[config.mk]
export PLATFORM = sky130hd
export DESIGN_NAME = oric_bus_mux
export DESIGN_NICKNAME = d
export VERILOG_FILES = /design/src/rtl/oric_bus_mux.sv
export SDC_FILE = /design/constraint.sdc
export NUM_CORES = 1
export LEC_CHECK = 0
export ABC_CLOCK_PERIOD_IN_PS = 3100
export BUFFER_PORTS_ARGS = -buffer_cell sky130_fd_sc_hd__buf_4
export CORE_MARGIN = 1
export CORE_UTILIZATION = 37
export CTS_CLUSTER_SIZE = 8
export DETAILED_ROUTE_END_ITERATION = 16
export HOLD_SLACK_MARGIN = 0.06
export PLACE_DENSITY = 0.83
export SLEW_MARGIN = 0
export SYNTH_ARGS = -nofsm -noshare
export SYNTH_HDL_FRONTEND = slang
export SYNTH_SLANG_ARGS = --single-unit
[constraint.sdc]
create_clock -name CLK_IN -period 3.1 [get_ports CLK_IN]
set_clock_uncertainty 0.05 [all_clocks]
set_input_delay 0.155 -clock CLK_IN [delete_from_list [all_inputs] [get_ports CLK_IN]]
set_output_delay 0.155 -clock CLK_IN [all_outputs]
set_load 0.03 [all_outputs]
[src/rtl/oric_bus_mux.sv]
// oric_bus_mux: CPU read-data multiplexer for an Oric-style system.
// Picks the highest-priority active read source into a registered CPU_DI.
// Holds the last value when nothing drives the bus, emulating a floating bus.
// Also owns the write-lockable ROM bank register and a saturating count of
// cycles in which more than one source was driving the bus.
module oric_bus_mux #(
  parameter int          NUM_ROMS  = 4,
  parameter int          NUM_EXP   = 2,
  parameter logic [15:0] BANK_ADDR = 16'h03FB,
  localparam int         BW        = $clog2(NUM_ROMS)
) (
  input  logic                  CLK_IN,
  input  logic                  RESET,
  input  logic                  PHI2,
  input  logic                  PHI2_EN,
  input  logic                  CPU_RW,
  input  logic [15:0]           CPU_AD,
  input  logic [7:0]            CPU_DO,
  input  logic                  CSIO_N,
  input  logic                  CSROM_N,
  input  logic                  CSRAM_N,
  input  logic                  LATCH_SRAM,
  input  logic                  MAP_N,
  input  logic                  ROMDIS_N,
  input  logic                  MD_ECE_N,
  input  logic [NUM_EXP-1:0]    EXP_SEL,
  input  logic [8*NUM_EXP-1:0]  EXP_DO,
  input  logic [7:0]            VIA_DO,
  input  logic [7:0]            MD_ROM_DO,
  input  logic [7:0]            SRAM_DO,
  input  logic [8*NUM_ROMS-1:0] ROM_DO,
  input  logic [BW-1:0]         ROM_SEL_DEFAULT,
  output logic [7:0]            CPU_DI,
  output logic [BW-1:0]         ROM_BANK,
  output logic                  BANK_LOCKED,
  output logic [7:0]            CONFLICT_CNT
);

  logic [7:0]         cpu_di_q, cpu_di_d;
  logic [BW-1:0]      rom_bank_q, rom_bank_d;
  logic               bank_locked_q, bank_locked_d;
  logic [7:0]         conflict_cnt_q, conflict_cnt_d;

  logic [NUM_EXP-1:0] exp_act;
  logic               via_act, rom_act, md_act, sram_act, any_act;
  logic [7:0]         exp_data, rom_data, src_data;
  logic [3:0]         n_act;
  logic               read_cyc, bank_wr;
  logic [BW-1:0]      wr_bank, rst_bank;
  logic               unused_cpu_do;

  // Only the low bank-select bits and the lock bit of a write are meaningful.
  assign unused_cpu_do = ^CPU_DO[6:BW];

  // Decode which sources drive the bus and count them for conflict detection
  always_comb begin
    exp_act  = EXP_SEL & {NUM_EXP{~CSIO_N}};
    via_act  = ~CSIO_N & ~(|EXP_SEL);
    rom_act  = CSIO_N & ~CSROM_N & MAP_N & ROMDIS_N;
    md_act   = ~MD_ECE_N & ~ROMDIS_N & MAP_N;
    sram_act = ~CSRAM_N & ~LATCH_SRAM;
    any_act  = (|exp_act) | via_act | rom_act | md_act | sram_act;
    n_act    = 4'd0;
    for (int i = 0; i < NUM_EXP; i++) begin
      n_act = n_act + {3'b000, exp_act[i]};
    end
    n_act = n_act + {3'b000, via_act} + {3'b000, rom_act}
                  + {3'b000, md_act} + {3'b000, sram_act};
  end

  // Select read data; lowest-numbered expansion source wins among expansions
  always_comb begin
    exp_data = 8'h00;
    for (int i = NUM_EXP - 1; i >= 0; i--) begin
      if (exp_act[i]) exp_data = EXP_DO[8*i +: 8];
    end
    rom_data = 8'h00;
    for (int i = 0; i < NUM_ROMS; i++) begin
      if (rom_bank_q == BW'(i)) rom_data = ROM_DO[8*i +: 8];
    end
    if (|exp_act)      src_data = exp_data;
    else if (via_act)  src_data = VIA_DO;
    else if (rom_act)  src_data = rom_data;
    else if (md_act)   src_data = MD_ROM_DO;
    else               src_data = SRAM_DO;
  end

  // Next-state: data capture, conflict counter and bank register
  always_comb begin
    read_cyc = CPU_RW & PHI2;
    cpu_di_d = (read_cyc & any_act) ? src_data : cpu_di_q;

    conflict_cnt_d = conflict_cnt_q;
    if (PHI2_EN & read_cyc & (n_act >= 4'd2) & (conflict_cnt_q != 8'hFF))
      conflict_cnt_d = conflict_cnt_q + 8'd1;

    // A bank write never claims read data; VIA reads at BANK_ADDR still work.
    bank_wr = PHI2_EN & PHI2 & ~CPU_RW & ~CSIO_N & (CPU_AD == BANK_ADDR)
            & ~bank_locked_q;
    wr_bank       = CPU_DO[BW-1:0];
    rom_bank_d    = rom_bank_q;
    bank_locked_d = bank_locked_q;
    if (bank_wr) begin
      if (int'(wr_bank) < NUM_ROMS) rom_bank_d = wr_bank;
      if (CPU_DO[7])                bank_locked_d = 1'b1;
    end

    // Out-of-range default bank falls back to bank 0.
    rst_bank = (int'(ROM_SEL_DEFAULT) < NUM_ROMS) ? ROM_SEL_DEFAULT : '0;
  end

  // Register update; reset overrides any capture or write on the same edge
  always_ff @(posedge CLK_IN) begin
    if (RESET) begin
      cpu_di_q       <= 8'hFF;
      rom_bank_q     <= rst_bank;
      bank_locked_q  <= 1'b0;
      conflict_cnt_q <= 8'h00;
    end else begin
      cpu_di_q       <= cpu_di_d;
      rom_bank_q     <= rom_bank_d;
      bank_locked_q  <= bank_locked_d;
      conflict_cnt_q <= conflict_cnt_d;
    end
  end

  assign CPU_DI       = cpu_di_q;
  assign ROM_BANK     = rom_bank_q;
  assign BANK_LOCKED  = bank_locked_q;
  assign CONFLICT_CNT = conflict_cnt_q;

endmodule

Yosys cells after proc, flatten, opt, wreduce, memory -nomap -nowiden
Cells that the tools add are included.
{"block": "word_totals", "reg_bits": 19, "latch_bits": 0, "mem_bits_rw": 0, "mem_bits_ro": 0, "inputBits": 112, "output_inout_bits": 19, "mem_count": 0}
{"block": "op_classes", "n_addsub": 6, "mul": 0, "n_div": 0, "n_lt_le_gt_ge": 1, "n_eq_ne": 5, "shift": 0, "mux": 12, "n_bitwise": 31, "reduce_logical": 5}
{"cell": "$mux 8", "count": 10}
{"cell": "$and 1x1->1", "count": 17}
{"cell": "$eq 16x10->1 const B", "count": 1}
{"cell": "$not 1->1", "count": 9}
{"cell": "$add 4x1->4", "count": 2}
{"cell": "$add 8x1->8 const B", "count": 1}
{"cell": "$ne 8x8->1 const B", "count": 1}
{"cell": "$add 3x1->4", "count": 1}
{"cell": "$eq 2x2->1 const B", "count": 2}
{"cell": "$ge 4x2->1 const B", "count": 1}
{"cell": "$mux 2", "count": 2}
{"cell": "$or 1x1->1", "count": 4}
{"cell": "$reduce_or 2->1", "count": 2}
{"cell": "$add 2x1->3", "count": 1}
{"cell": "$add 1x1->2", "count": 1}
{"cell": "$and 2x2->2", "count": 1}
{"cell": "$eq 2x1->1 const B", "count": 1}
{"cell": "$logic_not 2->1", "count": 1}
{"cell": "$reduce_and 2->1", "count": 1}
{"cell": "$reduce_bool 2->1", "count": 1}

Longest topological paths before layout
{"block": "depth", "ltp_word": 10, "depth_mapped": 12, "mapped_depth_nobuf": 11}

Worst setup path after synthesis
Ideal clock, no wire load.
{"block": "synth_path", "kind": "in2reg", "startpoint": "in EXP_SEL[0]", "endpoint": "reg conflict_cnt_q[6], in the netlist CONFLICT_CNT[6]", "arrival_ns": 3.091, "setup_slack_ns": -0.112, "cell_stages": 12, "path_cell_list": "buf_2 -> clkbuf_1 -> nand2b_1 -> fa_1 -> inv_1 -> fa_1 -> nand3b_1 -> fa_1 -> a21boi_1 -> o2111ai_1 -> or3_1 -> a21oi_1"}
{"block": "synth_between", "elab_chain_cells": 10}
{"item": "start, declared", "line_no": "26", "source": "input logic [NUM_EXP-1:0] EXP_SEL,"}
{"item": "$reduce_or 2->1", "line_no": "58", "source": "via_act = ~CSIO_N & ~(|EXP_SEL);"}
{"item": "$not 1->1", "line_no": "58"}
{"item": "$and 1x1->1", "line_no": "58"}
{"item": "$add 2x1->3 (*)", "line_no": "67", "source": "n_act = n_act + {3'b000, via_act} + {3'b000, rom_act}"}
{"item": "$add 3x1->4 (*)", "line_no": "67"}
{"item": "$add 4x1->4 (*) (2 in series)", "line_no": "68", "source": "+ {3'b000, md_act} + {3'b000, sram_act};"}
{"item": "$ge 4x2->1 (*)", "line_no": "94", "source": "if (PHI2_EN & read_cyc & (n_act >= 4'd2) & (conflict_cnt_q != 8'hFF))"}
{"item": "$and 1x1->1 (*) (2 in series)", "line_no": "94"}
{"item": "end signal, assigned", "line_no": "123", "source": "conflict_cnt_q <= conflict_cnt_d;"}
{"item": "end, declared", "line_no": "42", "source": "logic [7:0] conflict_cnt_q, conflict_cnt_d;"}
Mark *: on every way between the ends. The rest lies on a longest branch, timed or not.
A chain may end at the register's enable or synchronous reset.

Worst setup path after layout
{"block": "layout_path", "startpoint": "in CSROM_N", "endpoint": "reg conflict_cnt_q[7], in the netlist CONFLICT_CNT[7]"}
{"block": "layout_between", "elab_chain_cells": 10}
{"item": "start, declared", "line_no": "20", "source": "input logic CSROM_N,"}
{"item": "$not 1->1", "line_no": "59", "source": "rom_act = CSIO_N & ~CSROM_N & MAP_N & ROMDIS_N;"}
{"item": "$and 1x1->1 (3 in series)", "line_no": "59"}
{"item": "$add 3x1->4", "line_no": "67"}
{"item": "$add 4x1->4 (2 in series)", "line_no": "68"}
{"item": "$ge 4x2->1", "line_no": "94"}
{"item": "$and 1x1->1 (2 in series)", "line_no": "94"}
Every way passes these cells.

==> results.json <==
{
  "dr.pass1.iters": 7,
  "wl_um": 6270,
  "ir_drop_mv": 0.156,
  "syn_to_final_growth_pct": 62.0,
  "power_frac_comb_pct": 40.9,
  "fmax_mhz": 334,
  "gp_congestion": 0.846,
  "postSynthAreaPerCell_um2": 8.94,
  "grt-ovfl-total": 0,
  "powerDensity_nw_per_um2": 270,
  "die_y_um": 70.8,
  "critPathRequiredTime_ps": 3240,
  "ys_seq_area_share_pct": 22.8,
  "synth_top_area_share_pct": 19.4,
  "power.leakage_nw": 1.25,
  "nets": 440,
  "synth_area_leaders": "dfxtp_1, mux4_2, a21oi_1, nand2_1, o211a_1",
  "root_buffer": "clkbuf_8",
  "min_path_cells": 3,
  "timing.final.crit_share_pct": 96.6,
  "synthesis.nets": 313,
  "cts_setup_buffers": 0,
  "path_max_fanout": 3,
  "clkSlewWorstSetupHoldPaths_ps": 70,
  "cp-end-kind": "flip-flop",
  "rsz0062_at_grt": "true",
  "port_buffers": 125,
  "setup_viol": 0,
  "h-tree-depth": 1,
  "io_pins": 131,
  "ant_nets": 0,
  "instances_no_fill": 374,
  "numCtsBuffers": 3,
  "pwr-share-seq_pct": 36.4,
  "switchingPower_mw": 0.236,
  "die_w_um": 70.8,
  "clk_latency_ps": 250,
  "dp.cells": 370,
  "drtIter0Drc": 138,
  "holdCritPathClass": "in2reg",
  "antennaDiodeCount": 0,
  "tritoncts": "yes",
  "drc": 0,
  "worstSetupStartpointType": "input pin",
  "synth_area_um2": 1750,
  "via_per_inst": 5.81,
  "power.share.switching_pct": 30.8,
  "clockPowerShare_pct": 22.6,
  "rows": 24,
  "fillerInstances": 378,
  "arrival_ps": 3130,
  "via_count": 2174,
  "worst_slew_pin_slew_ps": 529,
  "finalPower_mw": 0.767,
  "fp.coreArea_um2": 4440,
  "cap_violations": 0,
  "initial_core_util_pct": 39.4,
  "slew_headroom_pct": 64.7,
  "finalHoldViolCount": 0,
  "reg2regPathDepth": 4,
  "p_int_mw": 0.530,
  "async_flop_share_pct": 0,
  "clk_path_buf_depth": 2,
  "grtUsageTotal_pct": 23.7,
  "status": "finished clean",
  "ys_seq_elements": 19,
  "clkSinkCount": 19,
  "synth_edf_count": 2,
  "min_period_ps": 2990,
  "layout-drive-gt1-share_pct": 51.6,
  "grt_pass1_vias": 2023,
  "yosysTopAreaCell": "dfxtp_1",
  "grt_max_degree": 23,
  "hpwl_um": 5110,
  "multi_input_area_um2": 1280,
  "postCtsHoldBufs": 0,
  "die_area_um2": 5020,
  "grt_pass1_wl_um": 9450,
  "critPathKind": "in2reg",
  "slew_violations": 0,
  "post_drt_wl_per_cell_um": 16.8,
  "grt_antenna_before_repair": 0,
  "yosysWarnings": 0,
  "synthFlopType": "dfxtp_1",
  "synthDistinctLibCells": 51,
  "cts_resized": 0,
  "synthCells": 196,
  "regArea_um2": 400
}
[flip-flops by register name, summed over array words and instances, names as in the netlist]
signal        cells
CONFLICT_CNT      8
CPU_DI            8
ROM_BANK          2
BANK_LOCKED       1
[cell type report]
type,instances,area share [%]
clock buffers,4,1.59
inverters,4,0.617
multi-input cells,159,45.2
flip-flops and latches,19,14.1
well taps,52,2.29
repair buffers,136,36.2
[power groups by stage]
stage               registers [mW]  clock network [mW]  logic [mW]
finish                       0.279               0.174       0.314
global route                 0.282               0.189       0.335
CTS                          0.279               0.176       0.312
detailed placement           0.285                   0       0.311
global placement             0.284                   0       0.307
floorplan                    0.302                   0       0.133
[routing by layer]
layer / GRT usage (%) / vias to the layer above / share of wire (%)
met1: 32.8 / 1023 / 42
met5: 0 / - / 0
met2: 38.9 / 114 / 49
li1: - / 1029 / -
met3: 3.42 / 8 / 7.4
met4: 6.44 / 0 / 1.1
[synth_stat cells, types with 2 or more instances]
cell,instances
dfxtp_1,17
nand3_1,2
nor2_1,6
ha_1,2
nand2b_1,2
mux4_2,8
o221ai_1,8
xor2_1,2
inv_1,3
o21ai_0,5
or3_1,7
nand3b_1,10
o32ai_1,8
clkbuf_1,6
a21oi_2,8
mux2_2,2
nand4b_1,3
o211a_1,8
a22oi_1,7
edfxtp_1,2
and2_1,2
nand4_1,2
a21oi_1,21
nand2_1,22
buf_2,5
fa_1,3
[worst paths after layout]
check / from / to / slack, ps
worst min-delay path: CPU_DO[7] / BANK_LOCKED / 120
worst max register to register: ROM_BANK[0] / CPU_DI[7] / 1330
worst max-delay path: CSROM_N / CONFLICT_CNT[7] / 110
worst min register to register: CONFLICT_CNT[7] / CONFLICT_CNT[7] / 460
[worst max-delay path, cell delays in order]
cell,delay (ps)
buf_6,90
and4b_2,300
inv_4,40
fa_1,530
inv_1,50
fa_1,470
nand3b_1,90
fa_1,480
a21boi_2,220
nand4_1,150
or4_1,430
a21oi_1,150
[cells in the final DEF (no fill, tap or decap), types with 6 or more instances in the layout]
cell type | Yosys | routed
a21oi_1 | 21 | 21
a21oi_2 | 8 | 8
a22oi_1 | 7 | 7
buf_4 | 1 | 134
dfxtp_1 | 17 | 17
mux4_2 | 8 | 8
nand2_1 | 22 | 22
nand3b_1 | 10 | 10
nor2_1 | 6 | 6
o211a_1 | 8 | 8
o221ai_1 | 8 | 8
o32ai_1 | 8 | 8
or3_1 | 7 | 7
[logic make-up (layout without fill, tap and decap cells)]
kind of cell	after synthesis	after routing	synth area share, %
fa+ha+maj	5	5	4.85
xor+xnor	2	2	0.999
flops	19	19	22.8
mux	11	11	12.1
compound gates	74	74	32.3
simple gates	67	67	22.3
buf+inv	18	144	4.64
[through the flow]
step                      utilization [%]  setup slack [ps]  hold WS (ps)  setup TNS, ps  instance area [um2]
after CTS                            63.7              76.2           112              0                 2830
after global placement               62.7              -115           372           -309                 2790
final                                63.9               107           117              0                 2840
after floorplan                         -              5.35           295              0                 1760
after detailed placement             62.7              -172           376           -620                 2790
after global routing                 63.9             -39.2           142          -39.2                 2840
No activity file was read; power rests on OpenSTA's default activity.
